`src/rtl/apb_slave_regfile.sv`:
```
// rtl/apb_slave_regfile.sv - APB completer with a bank of 32-bit registers, wait states and optional error reporting (macro APB_SLVERR_EN)
module apb_slave_regfile #(
  parameter logic [31:0] BASE_ADDR   = 32'h0000_0000,
  parameter int          NUM_REGS    = 16,
  parameter int          WAIT_STATES = 0,
  parameter logic [31:0] ID_VALUE    = 32'hA5B2_0001
) (
  input  logic        hclk,
  input  logic        hresetn,
  input  logic        psel,
  input  logic        penable,
  input  logic        pwrite,
  input  logic [31:0] paddr,
  input  logic [31:0] pwdata,
  output logic [31:0] prdata,
  output logic        pready,
  output logic        pslverr
);

  localparam int          IDX_W     = $clog2(NUM_REGS);
  localparam logic [31:0] WIN_BYTES = 32'(NUM_REGS * 4);

  typedef enum logic {
    ST_IDLE,
    ST_ACCESS
  } state_t;

  state_t             r_state;
  logic [3:0]         r_cnt;
  logic               r_write;
  logic               r_hit;
  logic [IDX_W-1:0]   r_idx;
  logic [31:0]        r_wdata;
  logic [31:0]        r_regs [NUM_REGS];

  logic [31:0]        w_off;
  logic               w_hit;
  logic [IDX_W-1:0]   w_idx;
  logic               w_done;
  logic [31:0]        w_rd_word;

  // Address decode of the live bus address, used only when the setup phase is latched
  always_comb begin
    w_off = paddr - BASE_ADDR;
    w_hit = (w_off < WIN_BYTES) && (paddr[1:0] == 2'b00);
    w_idx = w_off[IDX_W+1:2];
  end

  // Transfer FSM: latch setup fields, count wait states, commit writes on the completing edge
  always_ff @(posedge hclk or negedge hresetn) begin
    if (!hresetn) begin
      r_state <= ST_IDLE;
      r_cnt   <= 4'd0;
      r_write <= 1'b0;
      r_hit   <= 1'b0;
      r_idx   <= '0;
      r_wdata <= 32'd0;
      for (int i = 0; i < NUM_REGS; i++) begin
        r_regs[i] <= 32'd0;
      end
    end else begin
      case (r_state)
        ST_IDLE: begin
          if (psel && !penable) begin
            r_state <= ST_ACCESS;
            r_write <= pwrite;
            r_hit   <= w_hit;
            r_idx   <= w_idx;
            r_wdata <= pwdata;
            r_cnt   <= 4'(WAIT_STATES);
          end
        end
        ST_ACCESS: begin
          if (psel && penable) begin
            if (r_cnt == 4'd0) begin
              // Register 0 is the read-only ID word; writes to it or outside the window are dropped
              if (r_write && r_hit && (r_idx != '0)) begin
                r_regs[r_idx] <= r_wdata;
              end
              r_state <= ST_IDLE;
            end else begin
              r_cnt <= r_cnt - 4'd1;
            end
          end else begin
            // Master left the access phase early: abandon the transfer without side effects
            r_state <= ST_IDLE;
          end
        end
        default: r_state <= ST_IDLE;
      endcase
    end
  end

  // Completion and response data derived from state and latched fields only
  always_comb begin
    w_done    = (r_state == ST_ACCESS) && psel && penable && (r_cnt == 4'd0);
    w_rd_word = (r_idx == '0) ? ID_VALUE : r_regs[r_idx];
    pready    = w_done;
    prdata    = (w_done && !r_write && r_hit) ? w_rd_word : 32'd0;
`ifdef APB_SLVERR_EN
    pslverr   = w_done && (!r_hit || (r_write && (r_idx == '0)));
`else
    pslverr   = 1'b0;
`endif
  end

endmodule
```
`config.mk`:
```
export PLATFORM = sky130hd
export DESIGN_NAME = apb_slave_regfile
export DESIGN_NICKNAME = d
export VERILOG_FILES = /design/src/rtl/apb_slave_regfile.sv
export SDC_FILE = /design/constraint.sdc
export NUM_CORES = 1
export LEC_CHECK = 0
export ABC_AREA = 1
export CORE_MARGIN = 1.5
export CORE_UTILIZATION = 30
export CTS_CLUSTER_DIAMETER = 120
export DETAILED_ROUTE_END_ITERATION = 16
export GPL_ROUTABILITY_DRIVEN = 1
export GPL_TIMING_DRIVEN = 0
export MAX_ROUTING_LAYER = met4
export PLACE_DENSITY_LB_ADDON = 0.2
export SLEW_MARGIN = 10
export SYNTH_ARGS = -nofsm -noshare
export SYNTH_HDL_FRONTEND = slang
export SYNTH_SLANG_ARGS = --single-unit
```
`constraint.sdc`:
```
create_clock -name hclk -period 2.1 [get_ports hclk]
set_input_delay 0.21 -clock hclk [delete_from_list [all_inputs] [get_ports hclk]]
set_output_delay 0.21 -clock hclk [all_outputs]
set_load 0.005 [all_outputs]
```
; ---- Word-level counts from Yosys, hierarchy flattened
; Cells that the tools add are included.
[word_totals]
regBits = 555
inputBits = 69
[op_classes]
n_addsub = 1
magnitude_cmp = 3
n_eq_ne = 3
n_mux = 16
n_bitwise = 2
reduce_logical = 20
[ops]
columns = cell, count
row1 = $bwmux W512, 1
row2 = $mux W32, 5
row3 = $bmux W32 S4, 1
row4 = $demux W32 S4, 1
row5 = $lt A32 B7 Y1 const B, 1
row6 = $mux W4, 3
row7 = $logic_and A1 B1 Y1, 11
row8 = $logic_not A4 Y1, 2
row9 = $pmux W4 S2, 1
row10 = $ge A5 B5 Y1 const B, 1
row11 = $lt A5 B1 Y1 const B, 1
row12 = $not A4 Y5, 1
row13 = $ne A2 B2 Y1 const B, 2
row14 = $reduce_and A4 Y1, 1
row15 = $reduce_bool A4 Y1, 1
row16 = $sub A4 B1 Y4 const B, 1
row17 = $mux W1, 3
row18 = $reduce_and A3 Y1, 1
row19 = $logic_not A1 Y1, 2
row20 = $logic_not A2 Y1, 1
row21 = $ne A2 B1 Y1 const B, 1
row22 = $pmux W1 S2, 1
row23 = $reduce_and A2 Y1, 1
row24 = $not A1 Y1, 1

; ---- Logic depth before layout (Yosys ltp)
; Gate-level depths: netlist of run 1.
[depth]
word_depth = 6
mapped_depth = 12

; ---- Least setup slack after synthesis of run 1
; No wires, ideal clock.
[synth_path]
path_kind = register -> output
startpoint = register r_cnt[0]
endpoint = output prdata[10]
arrival_ns = 1.581
required_time_ns = 1.890
slack_ns = 0.309
stages_incl_launch_ff = 10
cell_sequence = dfrtp_1 > inv_1 > ha_1 > nand4_1 > nor2_1 > nand2_1 > nor2_1 > nand2_1 > clkbuf_1 > nor2_1
[synth_between]
elab_chain_len = 5
[synth_lines]
columns = element, line
row1 = "start, declared", 29  ; logic [3:0] r_cnt;
row2 = "start signal, assigned", 70  ; r_cnt <= 4'(WAIT_STATES);
row3 = "start signal, assigned", 82  ; r_cnt <= r_cnt - 4'd1;
row4 = $logic_not A4 Y1, 96  ; w_done = (r_state == ST_ACCESS) && psel && penable && (r_cnt == 4'd0);
row5 = $logic_and A1 B1 Y1, 96
row6 = via pready, 16  ; output logic pready,
row7 = $logic_and A1 B1 Y1 (2 in series), 99  ; prdata = (w_done && !r_write && r_hit) ? w_rd_word : 32'd0;
row8 = $mux W32, 99
row9 = "end, declared", 15  ; output logic [31:0] prdata,
; The timed path passes the listed nets, and every way through them passes these cells.

; ---- Worst setup path in the final report of run 1
[layout_path]
startpoint = register r_idx[0]
endpoint = output prdata[14]
[layout_between]
elab_chain_len = 6
[layout_lines]
columns = element, line
row1 = "start, declared", 32  ; logic [IDX_W-1:0] r_idx;
row2 = "start signal, assigned", 68  ; r_idx <= w_idx;
row3 = $not A4 Y5 (implied by the code), 97  ; w_rd_word = (r_idx == '0) ? ID_VALUE : r_regs[r_idx];
row4 = $bmux W32 S4, 97
row5 = $mux W32 (implied by the code) (2 in series), 97
row6 = $mux W32 (*), 97
row7 = $mux W32 (*), 99
; Every way passes the cells marked *; elsewhere a longest branch is shown, timed or not. The select of a mux whose other input is x is not followed.

==> impl_results.md, run 1 <==
- Port-buffer cells: 101
- Clock skew: around 17 ps
- H-tree levels: 2
- Grt peak-use layer: met2
- Cell Pwr Density: 816 nW/um^2
- Mean Syn Cell Area: roughly 8 um^2
- Worst Tran Pin Value: 793 ps
- Final Cycle Share: 1.34
- Reg clk slew, reported paths: ~60 ps
- Fraction of layout cells with a size suffix above 1: 0.180
- VDD IR-drop max: 0.000628 V
- Clock Sinks: about 550
- Hold Path Class: input port to asynchronous set/reset pin
- Status: complete, but fails checks
- Syn nets: roughly 3100
- Final cell count without fillers: roughly 4500
- Failing checks: negative hold slack, negative setup slack
- Fin worst setup slack: -718 ps
- Height of the chip: about 290 um
- Post-route ant nets: 0
- Clock Tree Buf Depth: 3
- Area of the mapped netlist: ~24000 um^2
- Final hold slack: -451 ps
- WP data required: around 1900 ps
- Vias in the first global route: 21301
- Die X: 288 um
- Placed Cells incl. Taps: between 4000 and 5000
- CP startpoint kind: flip-flop
- Layout area overhead: 32.9%
- Post-synthesis sequential area ratio: 0.561
- Total CTS buffers: slightly below 60
- Max Slew Vio Count: 0
- Initial Utilization: 0.303
- Avg WL per Cell: ~21 um
- Max Cap Violations: 0
- Initial antenna violation count: 1
- Clock root buffer: clkbuf_16
- Mean number of vias per cell: just under 5
- CP Max Fanout: 6
- Largest net degree at the start of global routing: approximately 100
- Netlist cell types: 28
- Final setup viols: slightly above 500
- Setup crit end kind: output pin
- Met3 Usage GRT: 0.0351
- Core area: 80500 um^2
- Slew margin rel.: 0.471
- Routability cong.: approximately 0.90
- RSZ-0062 raised after global routing: true
- Hpwl dp: 62800 um
- CTS tree: yes
- DRC Markers: 0
- Remaining Overflow, GRT: 0
- Min Tclk post-route: roughly 2800 ps
- Clock Latency Late Sink: roughly 640 ps
- Highest clock rate: about 350 MHz
- Seq cells post-synth: roughly 550
- GR Util met2: 0.352
- CP Data Arrival Time: roughly 2600 ps
- Final-report hold violation count: 69
- Post-Route WL: about 95000 um
- Nets: ~3400
- Met1 Resource Use GR: 0.318
- Static Leak: between 15 and 20 nW
- Fin util: 0.403
- Total Routing Usage GR: 0.232
- Crit path kind: flip-flop to output pin
- First-pass GRT wire length: 140000 um
- Ports: approximately 100
- Cells after synthesis: 3077
- Initial DRC count: 2129
- Core Rows: about 100
- Yosys warns: 0
- Die ar.: just over 80000 um^2
- Drt first pass iters: 6
- Vias: 22107
==> Yosys cell counts <==
cell / instances / share of area
nor2_2: 3 / 0.00077
inv_2: 3 / 0.00046
nand3_1: 124 / 0.025
buf_4: 1 / 0.00031
o22ai_1: 1 / 0.00026
nand4_1: 25 / 0.0064
o21ai_1: 356 / 0.073
conb_1: 1 / 0.00015
nand2_1: 1451 / 0.22
nor2_1: 86 / 0.013
nor3_1: 1 / 0.00020
buf_1: 11 / 0.0017
o21ai_0: 161 / 0.033
inv_1: 46 / 0.0071
clkbuf_1: 154 / 0.024
nand3_4: 10 / 0.0072
buf_6: 1 / 0.00046
nor2_8: 1 / 0.00082
buf_8: 1 / 0.00062
nand2_4: 1 / 0.00046
nor4_1: 7 / 0.0018
a21oi_1: 3 / 0.00062
a31oi_1: 1 / 0.00026
clkinv_1: 1 / 0.00015
nand3_2: 6 / 0.0025
dfrtp_1: 547 / 0.56
ha_1: 1 / 0.00051
buf_2: 73 / 0.015
==> worst paths after layout <==
path | startpoint | end | slack [ps] | cells after the start
max in group asynchronous | hresetn | r_regs[410]$_DFFE_PN0P_ | 650 | 4
worst max register to register | r_idx[1]$_DFFE_PN0P_ | r_regs[451]$_DFFE_PN0P_ | -450 | 12
min in group hclk | paddr[4] | r_idx[2]$_DFFE_PN0P_ | 110 | 3
worst min register to register | r_regs[510]$_DFFE_PN0P_ | r_regs[510]$_DFFE_PN0P_ | 450 | 1
worst min-delay path | hresetn | r_wdata[9]$_DFFE_PN0P_ | -450 | 1
worst max-delay path | r_idx[0]$_DFFE_PN0P_ | prdata[14] | -720 | 12
==> per-stage QoR <==
step / TNS, ps / total power [mW] / hold WS (ps) / area, um^2 / setup WS, ps
6_report: -184030 / 26.5 / -451 / 32400 / -718
5_1_grt: -199710 / 27.2 / -427 / 32400 / -811
4_1_cts: -170540 / 26.4 / -456 / 31500 / -710
3_5_place_dp: -194270 / 14.2 / 227 / 26900 / -1640
3_3_place_gp: - / 14.2 / 440 / 26700 / -25060
2_1_floorplan: 0 / 12.3 / -85.6 / 24400 / 309
==> flip-flops by register name, summed over array words and instances (netlist names) <==
register,cells
r_state,1
r_regs,504
r_hit,1
r_write,1
r_cnt,4
r_wdata,32
r_idx,4
==> cells in the final DEF, fill, tap and decap left out, drive strengths merged <==
cell type      netlist  routed
nand2             1452    1452
dfrtp              547     547
o21ai              517     517
clkbuf             154     243
buf                 87     235
nand3              140     147
nor2                90      90
clkdlybuf4s50        0      67
inv                 49      51
nand4               25      25
nor4                 7       7
clkinv               1       6
bufinv               0       5
diode                0       3
a21oi                3       3
clkinvlp             0       2
clkdlybuf4s15        0       2
a31oi                1       1
nor3                 1       1
o22ai                1       1
ha                   1       1
conb                 1       1
bufbuf               0       1
==> power breakdown <==
part	switching, mW	internal, mW	leakage, nW
clock	4.46	6.33	0.963
sequential	0.0809	10.7	7.58
combinational	3.26	1.63	6.71
==> logic make-up after synthesis <==
| family | Yosys count | synth area share |
|---|---|---|
| simple gates | 1715 | 0.282 |
| flops | 547 | 0.561 |
| compound gates | 522 | 0.107 |
| buf+inv | 291 | 0.0494 |
| fa+ha+maj | 1 | 0.000513 |
| other cells | 1 | 0.000154 |
==> per-layer routing <==
layer	up-vias	share of wire	routed length, um
li1	10413	-	-
met1	10779	0.44	41700
met2	762	0.45	43000
met3	153	0.068	6480
met4	0	0.039	3660
met5	-	0	0
==> cell type report <==
type	count	area, um^2
Timing Repair inverter	1	7.51
Inverter	50	208
Clock inverter	13	208
Tap cell	1060	1330
Antenna cell	3	7.51
Timing Repair Buffer	216	2320
Multi-Input combinational cell	2246	10400
Sequential cell	547	13700
Clock buffer	92	1760
Buffer	240	2450
Fill cell	8076	48100
==> critical path: stages (launching register included) <==
cell and delay [ps]:
dfrtp_1 390, buf_8 160, buf_4 140, nor2_4 140
buf_12 160, clkbuf_16 150, nand2_1 50, nand4_1 170
nand2_1 90, nand2_1 80, nor2_1 60, nor2_4 190
buf_2 150
==> timing repair <==
item	in CTS	in global routing
endpoints found under the hold margin	69	69
pin swaps	74	65
cloned	17	15
gates resized for setup	634	251
endpoints found under the setup margin	515	520
buffers inserted	62	26
Power figures use the tool's default switching activity.
==> run 2, diff against run 1 <==
--- a/config.mk
+++ b/config.mk
@@ -14,2 +14,3 @@
 export GPL_TIMING_DRIVEN = 0
+export HOLD_SLACK_MARGIN = 0.05
 export MAX_ROUTING_LAYER = met4
--- a/constraint.sdc
+++ b/constraint.sdc
@@ -3,2 +3,2 @@
 set_output_delay 0.21 -clock hclk [all_outputs]
-set_load 0.005 [all_outputs]
+set_load 0.05 [all_outputs]
==> impl_results.md, run 2 (synthesis gave the netlist of run 1 again) <==
- CP Data Arrival Time: about 2600 ps
- Hpwl dp: about 64000 um
- Commonest non-fill, non-tap cell in the layout: nand2_1
- Crit path capture: prdata[12]
- Core area: just over 80000 um^2
- Reg2reg path depth: 6
- Clock Latency Late Sink: about 630 ps
- H-tree levels: 2
- Drt first pass iters: 5
- Status: complete, but fails checks
- Height of the chip: 288 um
- Met1 Resource Use GR: 0.309
- Max Slew Vio Count: 0
- GR Util met2: 0.354
- Vias: ~22000
- Grt peak-use layer: met2
- Max Cap Violations: 0
- Critical Path Source: r_idx[2]$_DFFE_PN0P_
- Die ar.: between 80000 and 90000 um^2
- Pre-CTS setup slack: -1850 ps
- Total CTS buffers: 60
- Reg2reg end: r_regs[403]$_DFFE_PN0P_
- Die X: a little under 300 um
- Top Registers: r_regs: 504 flops, r_wdata: 32 flops
- Final hold slack: roughly 130 ps
- Diode count: 0
- Post-Route WL: approximately 92000 um
- Cell Pwr Density: 840 nW/um^2
- Clock root buffer: clkbuf_16
- Final-report hold violation count: 0
- Post-route ant nets: 0
- Post-DP Area: roughly 27000 um^2
- Initial DRC count: 1870
- Ports: between 100 and 150
- Placed Cells incl. Taps: between 4000 and 5000
- Final Cell Area: between 30000 and 40000 um^2
- Fill cells: 8224
- Commonest non-fill, non-tap cells in the layout: nand2_1 (1339), dfrtp_1 (546), o21ai_1 (357)
- Worst Tran Pin Value: 834 ps
- Slew margin rel.: 0.444
- Net Sw Frac: 0.292
- FF-to-FF setup slack: -270 ps
- Total Routing Usage GR: 0.228
- Remaining Overflow, GRT: 0
- Routability cong.: just under 0.9
- Setup crit end kind: output pin
- Vias in the first global route: 21126
- Initial Utilization: 0.303
- Largest net degree at the start of global routing: slightly below 100
- Internal Power: approximately 19 mW
- Most flops, register: r_regs
- Fin worst setup slack: -713 ps
- Psw: 7.82 mW
- Core Rows: ~100
- Clock Sinks: approximately 550
- Min Tclk post-route: around 2800 ps
- Met3 Usage GRT: 0.0318
- WP data required: 1890 ps
- RSZ-0062 raised after global routing: true
- Hold Path Class: input port to flip-flop
- Mean number of vias per cell: roughly 4.9
- Total Power: between 20 and 30 mW
- Failing checks: negative setup slack
- Highest clock rate: around 360 MHz
- CTS tree: yes
- VDD IR-drop max: 0.000607 V
- Final cell count without fillers: between 4000 and 5000
- Clock skew: 8.62 ps
- CP Max Fanout: 10
- Final Cycle Share: 1.34
- Clock Tree Buf Depth: 3
- Reg clk slew, reported paths: about 60 ps
- DRC Markers: 0
- Avg WL per Cell: 20.8 um
- Clock power share: 0.433
- CP startpoint kind: flip-flop
- Crit path kind: flip-flop to output pin
- Nets: ~3400
- Static Leak: roughly 15 nW
- First-pass GRT wire length: 138000 um
- Port-buffer cells: slightly above 100
- Initial antenna violation count: 0
- Max reg flops: ~500
- Logic pwr share: 0.165
- RR Startpoint: r_idx[2]$_DFFE_PN0P_
- Final setup viols: between 400 and 500
- Layout area overhead: 30.6%
- Fraction of layout cells with a size suffix above 1: 0.183
- Share of power burned in registers: 0.402
## run 2: cell count changes in the layout (fill, tap and decap cells not counted), sizes merged, moves of 2 or more
cell,change
nand3,-6
diode,-3
clkinv,+6
bufinv,+6
buf,-67
clkinvlp,+6
clkbuf,-2
clkdlybuf4s15,-2
## run 2: worst min-delay path by stage
| stage | startpoint | endpoint | slack [ps] | depth (start not counted) |
|---|---|---|---|---|
| floorplan | hresetn | r_cnt[0]$_DFFE_PN0P_ | -90 | 0 |
| global placement | r_regs[483]$_DFFE_PN0P_ | r_regs[483]$_DFFE_PN0P_ | 440 | 1 |
| detailed placement | hresetn | r_wdata[9]$_DFFE_PN0P_ | 160 | 1 |
| CTS | pwrite | r_write$_DFFE_PN0P_ | 100 | 3 |
| global route | pwrite | r_write$_DFFE_PN0P_ | 120 | 3 |
| finish | pwrite | r_write$_DFFE_PN0P_ | 130 | 3 |
## run 2: layout make-up
class	instances	area, um^2	area share
Multi-Input combinational cell	2240	10600	0.334
Inverter	50	206	0.00648
Clock inverter	31	459	0.0144
Buffer	241	1930	0.0606
Clock buffer	77	1680	0.0526
Timing Repair Buffer	159	1960	0.0613
Tap cell	1060	1330	0.0416
Sequential cell	547	13700	0.429
## run 2: timing repair
| item | 4_1_cts | 5_1_grt |
|---|---|---|
| setup endpoints to repair | 516 | 685 |
| hold buffers | 5 | 1 |
| gates resized for setup | 687 | 103 |
| setup buffers | 35 | 6 |
| pin swaps | 80 | 28 |
| cloned | 10 | 6 |
| endpoints found under the hold margin | 141 | 141 |
## run 2: worst max-delay path, stage by stage, from the launching register on
cell and delay [ps]:
dfrtp_1 470, nor2_2 450, clkbuf_2 440, nand2_1 100, nand2_1 80, nor2_2 50, nor2_4 170, buf_6 190
## run 2: power by group through the flow
stage | clock (mW) | combinational, mW | sequential (mW)
6_report | 11.6 | 4.41 | 10.8
5_1_grt | 12.2 | 4.62 | 10.8
4_1_cts | 11.7 | 4.36 | 10.8
3_5_place_dp | 0 | 3.30 | 11.0
3_3_place_gp | 0 | 3.23 | 11.0
2_1_floorplan | 0 | 1.43 | 10.9
## run 2: through the flow
step / TNS [ps] / utilization
after floorplan: -1380 / -
after CTS: -121210 / 0.392
after detailed placement: -267970 / 0.338
after global routing: -120130 / 0.396
final: -79610 / 0.396
after global placement: - / 0.336
## run 2: routing by layer
| layer | vias up | share of wire |
|---|---|---|
| met5 | - | 0 |
| met2 | 672 | 0.46 |
| met1 | 10568 | 0.45 |
| met4 | 0 | 0.029 |
| li1 | 10281 | - |
| met3 | 128 | 0.063 |
